[src/rtl/std_pkg.sv]
// Shared definitions for the std_* block library: skid-buffer FSM state encoding.
package std_pkg;

    typedef enum logic [1:0] {
        EMPTY = 2'b00,
        BUSY  = 2'b01,
        FULL  = 2'b10
    } skid_state_e;

endpackage

[src/rtl/std_skid_buffer_if.sv]
// Valid/ready handshake bundle for std_skid_buffer: upstream (s_*) and downstream (m_*) sides.
interface std_skid_buffer_if #(
    parameter int DATA_WIDTH = 1
);
    logic                  s_valid;
    logic                  s_ready;
    logic [DATA_WIDTH-1:0] s_data;
    logic                  m_valid;
    logic                  m_ready;
    logic [DATA_WIDTH-1:0] m_data;

    // The buffer sits on the slave side; the surrounding logic drives it as master.
    modport slave  (input  s_valid, s_data, m_ready, output s_ready, m_valid, m_data);
    modport master (output s_valid, s_data, m_ready, input  s_ready, m_valid, m_data);
endinterface

[src/rtl/std_dffe.sv]
// Enable-gated DFF without reset; holds its value whenever en is low.
module std_dffe #(
    parameter int WIDTH = 1
) (
    input  logic             clk,
    input  logic             en,
    input  logic [WIDTH-1:0] d,
    output logic [WIDTH-1:0] q
);
    logic [WIDTH-1:0] data_d;
    logic [WIDTH-1:0] data_q;

    always_comb begin
        data_d = data_q;
        if (en) data_d = d;
    end

    always_ff @(posedge clk) begin
        data_q <= data_d;
    end

    assign q = data_q;
endmodule

[src/rtl/std_skid_buffer.sv]
// Two-entry skid buffer (main + skid) with fully registered s_ready / m_valid.
// Optional synchronous flush port enabled by defining STD_SKID_BUFFER_FLUSH_EN.
module std_skid_buffer
    import std_pkg::*;
#(
    parameter int DATA_WIDTH = 1
) (
    input  logic clk,
    input  logic reset,
`ifdef STD_SKID_BUFFER_FLUSH_EN
    input  logic flush,
`endif
    std_skid_buffer_if.slave bus
);
    skid_state_e           state_q, state_d;
    logic                  up_xfer, dn_xfer;
    logic                  main_en, skid_en, main_from_skid;
    logic [DATA_WIDTH-1:0] main_d, main_q, skid_q;
    logic                  drop;

`ifdef STD_SKID_BUFFER_FLUSH_EN
    assign drop = reset | flush;
`else
    assign drop = reset;
`endif

    assign bus.s_ready = (state_q != FULL);
    assign bus.m_valid = (state_q != EMPTY);
    assign bus.m_data  = main_q;

    assign up_xfer = bus.s_valid & bus.s_ready;
    assign dn_xfer = bus.m_valid & bus.m_ready;

    always_comb begin
        state_d        = state_q;
        main_en        = 1'b0;
        skid_en        = 1'b0;
        main_from_skid = 1'b0;
        case (state_q)
            EMPTY: begin
                if (up_xfer) begin
                    main_en = 1'b1;
                    state_d = BUSY;
                end
            end
            BUSY: begin
                if (up_xfer && dn_xfer) begin
                    main_en = 1'b1;
                end else if (up_xfer) begin
                    skid_en = 1'b1;
                    state_d = FULL;
                end else if (dn_xfer) begin
                    state_d = EMPTY;
                end
            end
            FULL: begin
                if (dn_xfer) begin
                    main_en        = 1'b1;
                    main_from_skid = 1'b1;
                    state_d        = BUSY;
                end
            end
            default: state_d = EMPTY;
        endcase
        // Reset/flush discard everything, so the data registers need not load either.
        if (drop) begin
            state_d = EMPTY;
            main_en = 1'b0;
            skid_en = 1'b0;
        end
    end

    always_ff @(posedge clk) begin
        if (reset) state_q <= EMPTY;
        else       state_q <= state_d;
    end

    assign main_d = main_from_skid ? skid_q : bus.s_data;

    std_dffe #(.WIDTH(DATA_WIDTH)) u_main (
        .clk (clk),
        .en  (main_en),
        .d   (main_d),
        .q   (main_q)
    );

    std_dffe #(.WIDTH(DATA_WIDTH)) u_skid (
        .clk (clk),
        .en  (skid_en),
        .d   (bus.s_data),
        .q   (skid_q)
    );
endmodule

[src/flat_wrapper.sv]
// flat-port wrapper written by rule: the top's interface ports become plain ports
module std_skid_buffer_flat import std_pkg::*;
#(
    parameter int DATA_WIDTH = 1
)
  (clk, reset, bus_s_valid, bus_s_data, bus_m_ready, bus_s_ready, bus_m_valid, bus_m_data);
  std_skid_buffer_if #(.DATA_WIDTH(DATA_WIDTH)) bus_i ();
  input  logic clk;
  input  logic reset;
  input wire logic [$bits(bus_i.s_valid)-1:0] bus_s_valid;
  input wire logic [$bits(bus_i.s_data)-1:0] bus_s_data;
  input wire logic [$bits(bus_i.m_ready)-1:0] bus_m_ready;
  output wire logic [$bits(bus_i.s_ready)-1:0] bus_s_ready;
  output wire logic [$bits(bus_i.m_valid)-1:0] bus_m_valid;
  output wire logic [$bits(bus_i.m_data)-1:0] bus_m_data;
  assign bus_i.s_valid = bus_s_valid;
  assign bus_i.s_data = bus_s_data;
  assign bus_i.m_ready = bus_m_ready;
  assign bus_s_ready = bus_i.s_ready;
  assign bus_m_valid = bus_i.m_valid;
  assign bus_m_data = bus_i.m_data;
  std_skid_buffer #(.DATA_WIDTH(DATA_WIDTH)) u_core (.clk(clk), .reset(reset), .bus(bus_i));
endmodule
[config.mk]
export PLATFORM = sky130hd
export DESIGN_NAME = std_skid_buffer_flat
export DESIGN_NICKNAME = d
export VERILOG_FILES = /design/src/rtl/std_pkg.sv /design/src/rtl/std_skid_buffer_if.sv /design/src/rtl/std_dffe.sv /design/src/rtl/std_skid_buffer.sv /design/src/flat_wrapper.sv
export SDC_FILE = /design/constraint.sdc
export NUM_CORES = 1
export LEC_CHECK = 0
export ABC_AREA = 1
export BUFFER_PORTS_ARGS = -buffer_cell sky130_fd_sc_hd__buf_2
export CAP_MARGIN = 20
export CORE_AREA = 5 5 42 44
export DETAILED_ROUTE_END_ITERATION = 10
export DIE_AREA = 0 0 47 49
export HOLD_SLACK_MARGIN = 0.08
export MAX_ROUTING_LAYER = met4
export PLACE_DENSITY = 0.46
export SYNTH_ARGS = -nofsm -noshare
export SYNTH_HDL_FRONTEND = slang
export SYNTH_SLANG_ARGS = --single-unit
[constraint.sdc]
create_clock -name clk -period 1 [get_ports clk]
set_input_delay 0.15 -clock clk [delete_from_list [all_inputs] [get_ports clk]]
set_output_delay 0.15 -clock clk [all_outputs]
set_load 0.005 [all_outputs]
==> results of run 1 <==
worst max-delay path: cells and delay by family, from the launching register on:
kind	cells	cell delay, ns
DFF	1	0.32
and+or+nand+nor	1	0.07
buffers and inverters	3	0.29
worst max-delay path by stage:
stage,startpoint,cells after the start,endpoint,slack (ns)
3_5_place_dp,u_core.state_q[0]$_SDFFE_PP0P_,5,u_core.u_main.q$_DFFE_PP_,0.06
2_1_floorplan,u_core.state_q[0]$_SDFFE_PP0P_,5,u_core.u_main.q$_DFFE_PP_,0.09
3_3_place_gp,u_core.state_q[0]$_SDFFE_PP0P_,5,u_core.u_main.q$_DFFE_PP_,0.06
4_1_cts,u_core.state_q[0]$_SDFFE_PP0P_,4,bus_m_valid,-0.05
5_1_grt,u_core.state_q[0]$_SDFFE_PP0P_,4,bus_m_valid,-0.10
6_report,u_core.state_q[0]$_SDFFE_PP0P_,4,bus_m_valid,-0.07
cell families after synthesis:
family | after synthesis
flops | 4
simple gates | 17
buf+inv | 8
compound gates | 2
flip-flops by register name (all words and copies together) (netlist names):
register and count:
u_core.state_q 2, u_core.u_main.q 1, u_core.u_skid.q 1
cell type report:
class	instances	share of cell area, %
Inverter	8	7.547
Multi-Input combinational cell	19	28.62
Sequential cell	4	25.79
Timing Repair Buffer	15	26.42
Clock buffer	4	6.604
Tap cell	16	5.031
report_power, final:
part / internal, mW / leakage (nW) / switching [mW]
Clock: 0.151 / 0.0150 / 0.0790
Combinational: 0.0697 / 0.149 / 0.0589
Sequential: 0.183 / 0.0355 / 0.00531
through the flow:
step           power, mW  worst slack [ns]  instance area (µm²)  instances  hold WS, ns
6_report          0.5466          -0.06993                397.9         66      0.09900
4_1_cts           0.5357          -0.05394                365.4         66      0.09530
3_3_place_gp      0.2599           0.05853                281.5         56       0.3488
2_1_floorplan     0.2242           0.08524                211.5         31       0.2489
5_1_grt           0.5818           -0.1034                397.9         66      0.09043
3_5_place_dp      0.2596           0.05829                281.5         56       0.3495
repair_timing:
item,in CTS,in global routing
hold buffers,0,0
pin swaps,1,3
gates cloned,0,0
setup endpoints to repair,2,6
resized for setup,6,10
buffers inserted,6,0
routing by layer:
metal  GRT usage (%)  routed length (µm)  vias to the layer above
met1           6.195                 270                      107
met3           5.535                  69                        0
met5               -                   0                        -
li1                -                   -                      133
met4           2.765                   0                        0
met2           10.63                 305                        8
layout by cell type, fill, tap and decap left out, drive strengths merged:
master / netlist / layout
a21oi: 1 / 1
buf: 0 / 15
clkbuf: 0 / 4
dfxtp: 2 / 2
edfxtp: 2 / 2
inv: 8 / 8
nand2: 11 / 11
nand3: 4 / 4
nor2: 2 / 2
o21ai: 1 / 1
==> impl_metrics.ini, run 1 <==
[status]
status = complete, but fails checks
violations = setup timing

[drt]
drt-initial-drc-count = 6
wirelength_um = 645
first_pass_iters = 2
wl_per_cell_um = 9.773
drc_errors = 0
dr_total_vias = 248
routed_via_density = 3.758
postRouteAntennaNets = 0

[logic_synthesis]
synth_fp_nets = 36
yosys.area_share.xor_xnor_pct = 0
yosysMostFrequentCell = nand2_1
yosysSeqAreaShare_pct = 47.34
synth-async-reset-ratio_pct = 0
ys_ff_latch = 4
syn_avg_cell_area_um2 = 6.821
ys_warn_count = 0
synthMuxAreaShare_pct = 0
synth-main-ff-cell = edfxtp_1
synth_top_area_cell = edfxtp_1
synth.cells.most_frequent = nand2_1 (10), inv_1 (7), nand3_1 (4)
synth.top_cell.area_share_pct = 28.40
synth_area_um2 = 211.5
synth_area_leaders = edfxtp_1 (28%), dfxtp_1 (19%), nand2_1 (18%)
syn_inst = 31
synth_fa_ha_area_share_pct = 0
synth_top_family_by_area = simple AND/OR/NAND/NOR gates
synth_edf_count = 2
synth_cell_types = 10
yosys.area_share.simple_pct = 33.73
synth_compound_area_share_pct = 4.734

[final_layout]
multi_input_area_um2 = 113.9
fin_nets = 56
finish.utilization_pct = 28.39
drive_gt1_share_pct = 64.00
n_antenna_cell = 0
area_growth_pct = 88.17
n_fill_cell = 163
area.sequential_um2 = 102.6

[worst_setup_path]
critPathMaxFanout = 3
path_cells = inv_2 > nand2_4 > buf_6 > buf_6
crit_required_ns = 0.85
cpMaxStageDelayCell = dfxtp_2
start_kind = flip-flop
reg2reg_depth = 6
reg2reg_to = u_core.u_main.q$_DFFE_PP_
worst-r2r-setup-slack_ns = -0.03
critPathMostFrequentCell = buf_6
worst_ep_arrival_time_ns = 0.92
max_stage_delay_ns = 0.32
rr_startpoint = u_core.state_q[0]$_SDFFE_PP0P_
crit_type = reg -> out
critical_path.endpoint_type = output port

[min_path]
worstHoldStart = bus_s_data
hold_class = in -> reg
whs_path_depth = 1
min_to = u_core.u_skid.q$_DFFE_PP_

[timing]
finalCriticalPeriod_ns = 1.070
finalWorstSetupSlack_ns = -0.06993
worst_pin_slew_ns = 0.1192
slew_headroom_pct = 92.02
period_share_pct = 107.0
rsz0062_at_grt = yes
clock_skew_ns = 0.008210
hold_viol_final = 0
setup_violations = 4
fmax_mhz = 934.6
slew_viol_final = 0
finalSetupTns_ns = -0.1548

[floorplan]
die_area_um2 = 2303
io_pins = 8
num_rows = 14
die_x_um = 47
start_util_pct = 15.09
core_um2 = 1401
dieHeight_um = 49

[global_route]
grt_max_degree = 4
grt_pass1_vias = 255
antenna_found_initial = 0
grt_overflow = 0
grt_pass1_wl_um = 1041
grt_usage_pct = 6.946

[pwr]
pwr_density_cell_nw_per_um2 = 1374
ir_worst_vdd_uv = 470.2
p_leak_nw = 0.1992

[clock_network]
numCtsBuffers = 3
cts_sinks = 4
clock_latency_ns = 0.24
clkTransAtPathRegs_ns = 0.04
cts.path.max_buffers = 2
tritoncts = built
h-tree-depth = 1
cts_root_buffer = clkbuf_4

[flow_run]
cap_violations = 0

[placed_design]
dp_hpwl_um = 392.4
io_buffers = 7
gp_congestion = 0.7014
Power figures use the tool's default switching activity.
==> run 2, diff against run 1 <==
--- a/config.mk
+++ b/config.mk
@@ -8,12 +8,14 @@
 export ABC_AREA = 1
 export BUFFER_PORTS_ARGS = -buffer_cell sky130_fd_sc_hd__buf_2
 export CAP_MARGIN = 20
+export CELL_PAD_IN_SITES_DETAIL_PLACEMENT = 0
+export CELL_PAD_IN_SITES_GLOBAL_PLACEMENT = 2
 export CORE_AREA = 5 5 42 44
 export DETAILED_ROUTE_END_ITERATION = 10
 export DIE_AREA = 0 0 47 49
 export HOLD_SLACK_MARGIN = 0.08
 export MAX_ROUTING_LAYER = met4
-export PLACE_DENSITY = 0.46
+export PLACE_DENSITY = 0.66
 export SYNTH_ARGS = -nofsm -noshare
 export SYNTH_HDL_FRONTEND = slang
 export SYNTH_SLANG_ARGS = --single-unit
==> run 2 against run 1 <==
Effect of this change: the flow now finishes without violations; register-to-register slack improved by 0.10 ns; power fell by 12%; utilization fell by 6.5 points; die area did not move; via count fell by 9.3%; clock skew barely moved; clock power fell by 3%.
==> impl_metrics.ini, run 2 (synthesis results as in run 1) <==
[status]
status = finished, final reports clean

[clock_network]
numCtsBuffers = 3
clkTransAtPathRegs_ns = 0.04
tritoncts = built
cts_root_buffer = clkbuf_4
clock_latency_ns = 0.24
cts.path.max_buffers = 2
h-tree-depth = 1
postCtsSetupBuffers = 0
cts_sinks = 4
holdBufCountCts = 0

[timing]
rsz0062_at_grt = no
finalCriticalPeriod_ns = 0.9701
period_share_pct = 97.01
finalSetupTns_ns = 0
setup_violations = 0
fmax_mhz = 1031
worst_pin_slew_ns = 0.1515
hold_viol_final = 0
holdWs_ns = 0.1002
clock_skew_ns = 0.008257
slew_viol_final = 0
slew_headroom_pct = 89.79

[final_layout]
mostFrequentLayoutCells = nand2_1 (10), inv_1 (6), buf_2 (6)
n_fill_cell = 165
final_common_cell = nand2_1
drive_gt1_share_pct = 35.71
area.sequential_um2 = 102.6
fin_nets = 48
n_antenna_cell = 0
top_register = u_core.state_q
area_growth_pct = 44.97
fin_area_um2 = 306.5
multi_input_area_um2 = 86.33
largest_reg_flops = 2

[global_route]
grt_pass1_vias = 205
grt_pass1_wl_um = 710
antenna_found_initial = 0
grt_max_degree = 5
grt_usage_pct = 5.568
grt_overflow = 0

[placed_design]
dp_hpwl_um = 376.8
io_buffers = 7
placed_cell_area_um2 = 266.5
gp_congestion = 0.7027

[drt]
dr_total_vias = 225
wirelength_um = 483
postRouteAntennaNets = 0
wl_per_cell_um = 8.328
first_pass_iters = 3
routed_via_density = 3.879
drt-initial-drc-count = 4
drc_errors = 0

[floorplan]
die_area_um2 = 2303
num_rows = 14
dieHeight_um = 49
core_um2 = 1401
io_pins = 8
start_util_pct = 15.09
die_x_um = 47

[min_path]
hold_class = in -> reg
whs_path_depth = 1

[pwr]
finalPower_mw = 0.4802
pwr_density_cell_nw_per_um2 = 1567
ir_worst_vdd_uv = 470.0
p_leak_nw = 0.1577

[worst_setup_path]
crit_type = reg -> out
crit_required_ns = 0.85
critPathMaxFanout = 4
reg2reg_depth = 5
worst_ep_arrival_time_ns = 0.82
critical_path.endpoint_type = output port
start_kind = flip-flop

[flow_run]
cap_violations = 0
==> run 2: changes by cell type in the layout (fill, tap and decap cells not counted), moves of 3 or more <==
cell | previous run | this run
buf_4 | 7 | 0
nand2_1 | 6 | 10
nand2_2 | 4 | 0
nand3_1 | 1 | 4
nand3_2 | 3 | 0
==> run 2: final timing paths <==
check	start	to	slack, ns
max reg2reg	u_core.state_q[1]$_SDFFE_PP0P_	u_core.u_main.q$_DFFE_PP_	0.07
min	bus_s_data	u_core.u_skid.q$_DFFE_PP_	0.10
min reg2reg	u_core.state_q[1]$_SDFFE_PP0P_	u_core.state_q[1]$_SDFFE_PP0P_	0.50
max	u_core.state_q[1]$_SDFFE_PP0P_	bus_m_valid	0.03
==> run 2: what timing repair did <==
action                                  in CTS  in global routing
endpoints found under the setup margin       2                  1
pin swaps                                    0                  0
gates resized for setup                      3                  2
==> run 2: routing by layer <==
layer / track usage, % / up-vias / part of all wire [%]
met2: 6.109 / 10 / 42
met5: - / - / 0
met4: 9.677 / 0 / 8.9
li1: - / 117 / -
met3: 4.797 / 4 / 11
met1: 3.532 / 94 / 38
==> run 2: layout make-up <==
type	instances	area share, %
Sequential cell	4	33.47
Multi-Input combinational cell	19	28.16
Clock buffer	4	8.571
Tap cell	16	6.531
Timing Repair Buffer	7	13.47
Inverter	8	9.796
==> run 2: critical path: stages (launching register included) <==
cell and delay (ns):
dfxtp_2 0.33, inv_2 0.08, nand2_4 0.06, buf_6 0.11
==> run 2: stage by stage <==
step                      utilization, %  worst slack, ns  cells
final                              21.88          0.02992     58
after global routing               21.88         0.001475     58
after CTS                          21.07         0.005529     58
after detailed placement           19.02          0.04150     54
after global placement             19.02          0.02492     54
after floorplan                        -          0.08524     31
==> run 2: where the power goes <==
| group | total (mW) | leakage [nW] | internal [mW] | switching [mW] |
|---|---|---|---|---|
| clock network | 0.223 | 0.0150 | 0.150 | 0.0728 |
| registers | 0.189 | 0.0355 | 0.183 | 0.00552 |
| logic | 0.0685 | 0.107 | 0.0309 | 0.0376 |
| total | 0.480 | 0.158 | 0.364 | 0.116 |
